## config.mk

```make
export PLATFORM = sky130hd
export DESIGN_NAME = lu_solve_sequencer
export DESIGN_NICKNAME = d
export VERILOG_FILES = /design/src/rtl/lu_solve_sequencer.sv
export SDC_FILE = /design/constraint.sdc
export NUM_CORES = 1
export LEC_CHECK = 0
export ABC_AREA = 1
export BUFFER_PORTS_ARGS = -buffer_cell sky130_fd_sc_hd__buf_4
export CAP_MARGIN = 20
export CORE_UTILIZATION = 40
export DETAILED_ROUTE_END_ITERATION = 6
export PLACE_DENSITY_LB_ADDON = 0.12
export SLEW_MARGIN = 20
export SYNTH_ARGS = -nofsm -noshare
export SYNTH_HDL_FRONTEND = slang
export SYNTH_SLANG_ARGS = --single-unit
```

## constraint.sdc

```tcl
create_clock -name clk -period 3.2 [get_ports clk]
set_input_delay 0.16 -clock clk [delete_from_list [all_inputs] [get_ports clk]]
set_output_delay 0.16 -clock clk [all_outputs]
set_load 0.1 [all_outputs]
```

## src/rtl/lu_solve_sequencer.sv

```systemverilog
// Control sequencer for the 3x3 LU solver: serial coefficient load, run supervision with timeout,
// result/error capture. Define DEFAULT_COEF_EN to make reset preload the demo system and land in READY.
module lu_solve_sequencer #(
    parameter int DATA_W      = 16,
    parameter int TIMEOUT_CYC = 4096
) (
    input  logic                  clk,
    input  logic                  rst,
    input  logic                  coef_valid,
    input  logic [DATA_W-1:0]     coef_data,
    output logic                  coef_ready,
    input  logic                  start,
    input  logic                  clear,
    output logic                  solver_en,
    input  logic                  solver_done,
    input  logic [2:0]            solver_err,
    output logic [12*DATA_W-1:0]  coef_bus,
    input  logic [3*DATA_W-1:0]   x_in,
    output logic [3*DATA_W-1:0]   x_out,
    output logic [3:0]            coef_count,
    output logic                  busy,
    output logic                  done,
    output logic [3:0]            err_flags
);
    localparam int CNT_W = (TIMEOUT_CYC > 1) ? $clog2(TIMEOUT_CYC) : 1;
    localparam logic [CNT_W-1:0] TO_LAST = CNT_W'(TIMEOUT_CYC - 1);

    typedef enum logic [2:0] {S_IDLE, S_LOAD, S_READY, S_RUN, S_DONE, S_ERROR} state_t;

`ifdef DEFAULT_COEF_EN
    localparam state_t     RST_STATE = S_READY;
    localparam logic [3:0] RST_COUNT = 4'd12;
    localparam logic [15:0] DEMO [12] = '{
        16'h0040, 16'h0080, 16'h0010,
        16'h0010, 16'h0070, 16'hFFD0,
        16'h0020, 16'hFFD0, 16'h0020,
        16'h0020, 16'hFF20, 16'h0020
    };
`else
    localparam state_t     RST_STATE = S_IDLE;
    localparam logic [3:0] RST_COUNT = 4'd0;
`endif

    state_t                state_reg, state_next;
    logic [DATA_W-1:0]     coef_reg [12];
    logic [3:0]            coef_count_reg;
    logic [CNT_W-1:0]      to_cnt_reg;
    logic [3*DATA_W-1:0]   x_out_reg;
    logic [3:0]            err_reg;
    logic                  accept, launch, capture_x, take_err, timeout_hit;

    always_ff @(posedge clk or negedge rst) begin
        if (!rst) state_reg <= RST_STATE;
        else      state_reg <= state_next;
    end

    always_comb begin
        state_next  = state_reg;
        accept      = 1'b0;
        launch      = 1'b0;
        capture_x   = 1'b0;
        take_err    = 1'b0;
        timeout_hit = 1'b0;
        if (clear) begin
            state_next = S_IDLE;
        end else begin
            case (state_reg)
                S_IDLE, S_LOAD: begin
                    if (coef_valid) begin
                        accept     = 1'b1;
                        state_next = (coef_count_reg == 4'd11) ? S_READY : S_LOAD;
                    end
                end
                S_READY, S_DONE, S_ERROR: begin
                    if (start) begin
                        launch     = 1'b1;
                        state_next = S_RUN;
                    end
                end
                S_RUN: begin
                    // Error outranks completion so a faulty result is never latched.
                    if (|solver_err) begin
                        take_err   = 1'b1;
                        state_next = S_ERROR;
                    end else if (solver_done) begin
                        capture_x  = 1'b1;
                        state_next = S_DONE;
                    end else if (to_cnt_reg == TO_LAST) begin
                        timeout_hit = 1'b1;
                        state_next  = S_ERROR;
                    end
                end
                default: state_next = S_IDLE;
            endcase
        end
    end

    always_ff @(posedge clk or negedge rst) begin
        if (!rst) begin
            for (int i = 0; i < 12; i++) begin
`ifdef DEFAULT_COEF_EN
                coef_reg[i] <= DATA_W'(DEMO[i]);
`else
                coef_reg[i] <= '0;
`endif
            end
            coef_count_reg <= RST_COUNT;
            to_cnt_reg     <= '0;
            x_out_reg      <= '0;
            err_reg        <= '0;
        end else if (clear) begin
            for (int i = 0; i < 12; i++) coef_reg[i] <= '0;
            coef_count_reg <= '0;
            to_cnt_reg     <= '0;
            err_reg        <= '0;
        end else begin
            if (accept) begin
                for (int i = 0; i < 12; i++)
                    if (coef_count_reg == 4'(i)) coef_reg[i] <= coef_data;
                coef_count_reg <= coef_count_reg + 4'd1;
            end
            if (launch) begin
                to_cnt_reg <= '0;
                err_reg    <= '0;
            end else if (state_reg == S_RUN) begin
                to_cnt_reg <= to_cnt_reg + 1'b1;
            end
            if (take_err)    err_reg   <= {1'b0, solver_err};
            if (timeout_hit) err_reg   <= 4'b1000;
            if (capture_x)   x_out_reg <= x_in;
        end
    end

    genvar gi;
    generate
        for (gi = 0; gi < 12; gi++) begin : g_bus
            assign coef_bus[gi*DATA_W +: DATA_W] = coef_reg[gi];
        end
    endgenerate

    assign coef_ready = (state_reg == S_IDLE) || (state_reg == S_LOAD);
    assign solver_en  = (state_reg == S_RUN);
    assign busy       = (state_reg == S_RUN);
    assign done       = (state_reg == S_DONE);
    assign coef_count = coef_count_reg;
    assign x_out      = x_out_reg;
    assign err_flags  = err_reg;
endmodule

```

# After elaboration in Yosys (flattened, before gate mapping)

Index checks and enable logic that the tools add are counted.

Output and inout bits: 252
Input port bits: 73
Logic and storage cells: 124
Bits in registers: 263

Mux-type cells: 49
Bitwise logic cells: 1
Add/subtract/negate cells: 2
Reduce and logical (&&, ||, !) cells: 35
Eq/ne operators: 20

Operator list:

| kind                  | number |
|---|---|
| $mux 192              | 2 |
| $mux 16               | 12 |
| $mux 12               | 3 |
| $reduce_and 2->1      | 13 |
| $reduce_bool 2->1     | 13 |
| $mux 4                | 6 |
| $mux 1                | 18 |
| $mux 3                | 6 |
| $eq 4x3->1 const B    | 4 |
| $eq 4x4->1 const B    | 4 |
| $add 12x1->12 const B | 1 |
| $eq 12x12->1 const B  | 1 |
| $pmux 3 s3            | 1 |
| $eq 4x2->1 const B    | 2 |
| $eq 3x2->1 const B    | 2 |
| $eq 3x3->1 const B    | 2 |
| $ne 3x3->1 const B    | 2 |
| $reduce_or 3->1       | 2 |
| $ne 5x3->1 const B    | 1 |
| $add 4x1->4 const B   | 1 |
| $eq 4x1->1 const B    | 1 |
| $logic_not 4->1       | 1 |
| $reduce_bool 4->1     | 1 |
| $eq 3x1->1 const B    | 1 |
| 7 further kinds       | 7 |

# Longest topological paths before layout

Depth in word-level cells: 8
Gate-level depth with buffers: 11
Gate-level depth less buffers: 9

# Worst setup path after synthesis

Ideal clock, no wire load.

Path kind: flip-flop to output port
From: register state_reg[1]
To: output done
Path slack: 475 ps
Required time: 3040 ps
Arrival: 2565 ps
Stages on the path, launching flop included: 3
Path through: dfrtp_1 > buf_4 > nor3_1

Word-level cells in the longest chain between the ends: 1

RTL lines:

| what                   | line | source |
|---|---|---|
| from (decl)            | 44   | `state_t state_reg, state_next;` |
| from (signal assigned) | 54   | `else state_reg <= state_next;` |
| $eq 3x3->1             | 144  | `assign done = (state_reg == S_DONE);` |
| to (decl)              | 22   | `output logic done,` |

Every way passes these cells.

# Worst setup path after layout

From: register state_reg[2]
To: register coef_reg (netlist bit coef_bus[125])

Word-level cells in the longest chain between the ends: 6

RTL lines:

| what                                          | line | source |
|---|---|---|
| $eq 3x1->1 or $logic_not 3->1 (tied branches) | 67   | `case (state_reg)` |
| $reduce_or 2->1 *                             | 67   |  |
| $mux 1 *                                      | 67   |  |
| $mux 1 *                                      | 64   | `if (clear) begin` |
| $reduce_bool 2->1 (no source line) *          | -    |  |
| $reduce_and 2->1 (no source line) *           | -    |  |
| to (signal, indexed assignment)               | 119  | `if (coef_count_reg == 4'(i)) coef_reg[i] <= coef_data;` |
| to (decl)                                     | 45   | `logic [DATA_W-1:0] coef_reg [12];` |

Every way passes the cells marked *; elsewhere a longest branch is shown, timed or not.
A chain may end at the register's enable or synchronous reset.

==> flow_summary_export.csv <==
group,metric,value,unit
sta,setup_viol,0,
sta,relSlewSlack,40.88,%
synthesis,avgSynthCellArea,9.648,sq um
power_and_ir_drop,power.total,9.211,mW
sta,min_period_over_period,71.59,%
setup_path,crit_path_end_kind,"flop",
floorplan,die_h,161.9,um
floorplan,core_area,0.02511,sq mm
place,place_ws,0.9029,ns
floorplan,placementRows,58,
cts,h-tree-depth,1,
setup_path,slowest_stage,"nor2_4",
sta,skew,0.01042,ns
synthesis,synth_seq_area_share,64.35,%
routing,drtPass1Iterations,5,
sta,slew_violations,0,
power_and_ir_drop,p_leak,7.153,nW
run,maxCapViolCount,0,
synthesis,synth-seq-cells,263,
routing,dr_total_vias,8449,
synthesis,yosysWarnings,0,
synthesis,synth_common_cells,"309 x nand2_1, 263 x dfrtp_1, 237 x o21ai_0",
setup_path,rrSetupSlack,0.91,ns
setup_path,worst_ep_arrival_time,2.67,ns
setup_path,worstPathCellList,"inv_1 > nand2_2 > nor2_4 > nand2_1 > nor2_1 > nor2_2 > buf_4 > nand2_1 > o21ai_0",
routing,wire_per_inst,18.17,um
setup_path,path_max_fanout,32,
routing,wirelength,31.83,mm
routing,dr.first_iter.drc_count,586,
place,dp_hpwl,20.43,mm
global_route,grt_pass1_vias,8151,
place,gp_congestion,0.7970,
floorplan,die_width,161.9,um
cts,cts_buffer_depth,3,
sta,min_period,2.291,ns
layout,n_fill_cell,2266,
layout,largest_reg_flops,192,
setup_path,required,3.58,ns
synthesis,yosys.cell_count.top_type,"nand2_1",
synthesis,synth.distinct_cells,26,
setup_path,crit_path_frequent_cell,"nand2_1",
power_and_ir_drop,powerDensity,645.8,mW/mm^2
sta,finalHoldViolations,0,
routing,avgViaCountPerCell,4.822,
global_route,track_usage,24.23,%
synthesis,synth.area.top_cells,"dfrtp_1 64%, o21ai_0 12%, nand2_1 11%",
cts,cts_root_buf,"clkbuf_16",
place,dp_cells,1651,
power_and_ir_drop,peakVddDrop,426.0,uV
global_route,grt_max_degree,102,
place,io_buffers,324,
layout,n_antenna_cell,0,
sta,fin_setup_tns,0,ns
cts,numCtsBuffers,29,
setup_path,cp-start-kind,"flop",
min_path,min_path_type,"input pin to flop",
layout,final_cell_count_no_fill,1752,
routing,ant_nets,0,
layout,final_nets,1483,
run_status,outcome,"complete, no violations",
floorplan,start_util,40.73,%
synthesis,netlist_area,0.01023,sq mm
cts,clock-sinks,263,
setup_path,path_class,"flop to flop",
cts,clk_latency,0.54,ns
cts,path_clk_slew,0.06,ns
sta,fmax,436.5,MHz
sta,rsz0062_at_grt,"false",
synthesis,async_flop_share,100.0,%
global_route,antenna_found_initial,1,
floorplan,io_pins,325,
synthesis,synth_fp_nets,1138,
synthesis,synth-edff-count,0,
sta,tightest_slew,0.8847,ns
setup_path,slowest_delay,0.54,ns
global_route,grt_pass1_wl,48.48,mm
cts,cts_tree,"yes",
synthesis,synth_top_area_share,64.35,%
floorplan,die_area,0.02621,sq mm
cts,postCtsSetupBuffers,0,
synthesis,synthFlopType,"dfrtp_1",
sta,timing.final.ws_setup,0.9091,ns
routing,drc_errors,0,
layout,drive_gt1_share,27.50,%
layout,syn2layout_area_growth,39.47,%
synthesis,yosysTopAreaCell,"dfrtp_1",
synthesis,syn_inst,1060,
global_route,gr-total-overflow,0,
==> metal layers <==
metal / routed length (um) / global-route usage [%]
met5: 0 / 0
met4: 672 / 6.046
met2: 14790 / 38.63
met3: 2625 / 7.074
met1: 13740 / 32.47
==> repair_timing <==
action | in CTS | in global routing
hold endpoints to repair | 107 | 0
gates resized for setup | 0 | 0
hold buffers | 52 | 0
==> placed cells by master (no fill, tap or decap), types with 6 or more instances in the layout <==
cell,n
a21oi_1,6
a21oi_4,6
buf_4,327
clkbuf_1,8
clkbuf_16,29
dfrtp_1,263
dlygate4sd3_1,52
inv_1,74
nand2_1,309
nand3_1,13
nand4_1,7
nor2_1,31
o21ai_0,237
o21ai_1,14
==> path summary, 6_finish.rpt <==
kind / depth (start not counted) / endpoint / start
max: 9 / coef_bus[125] / state_reg[2]
min: 6 / err_flags[3] / solver_done
max reg2reg: 9 / coef_bus[125] / state_reg[2]
min reg2reg: 2 / x_out[40] / x_out[40]
max in group asynchronous: 3 / coef_bus[116] / rst
min in group asynchronous: 2 / coef_bus[12] / rst
==> area by class of cell <==
| class | instances | area [sq um] | share of cell area [%] |
|---|---|---|---|
| flip-flops and latches | 263 | 6581 | 46.14 |
| repair buffers | 384 | 3062 | 21.46 |
| multi-input cells | 652 | 3052 | 21.39 |
| clock buffers | 41 | 810.8 | 5.684 |
| well taps | 330 | 412.9 | 2.895 |
| inverters | 75 | 281.5 | 1.974 |
| clock inverters | 7 | 63.81 | 0.4474 |
==> cell families (layout without fill, tap and decap cells) <==
family	after synthesis	in the layout	synth area share, %
AO/OA/AOI/OAI	267	267	13.78
XOR/XNOR	6	6	0.5138
adder cells (fa/ha/maj)	5	5	0.6117
flip-flops	263	263	64.35
AND/OR/NAND/NOR	374	374	14.52
buffers and inverters	145	507	6.227
==> power breakdown <==
part           switching, mW  internal (mW)
clock                   1.30           1.82
combinational           1.98          0.452
sequential             0.125           3.53
==> metrics by stage <==
stage,util (%),hold WS [ns],cell area (sq um)
floorplan,-,-0.1356,10230
global placement,51.14,0.1013,12840
detailed placement,51.14,0.1031,12840
CTS,56.69,0.03357,14230
global route,56.81,0.1085,14260
finish,56.81,0.04768,14260
==> worst max-delay path, delay by kind of cell (launching register included) <==
family | cells | cell delay (ns)
AOI/OAI and AO/OA | 1 | 0.08
buffers and inverters | 2 | 0.38
DFF | 1 | 0.45
and+or+nand+nor | 6 | 1.19
(Power assumes the default switching activity.)
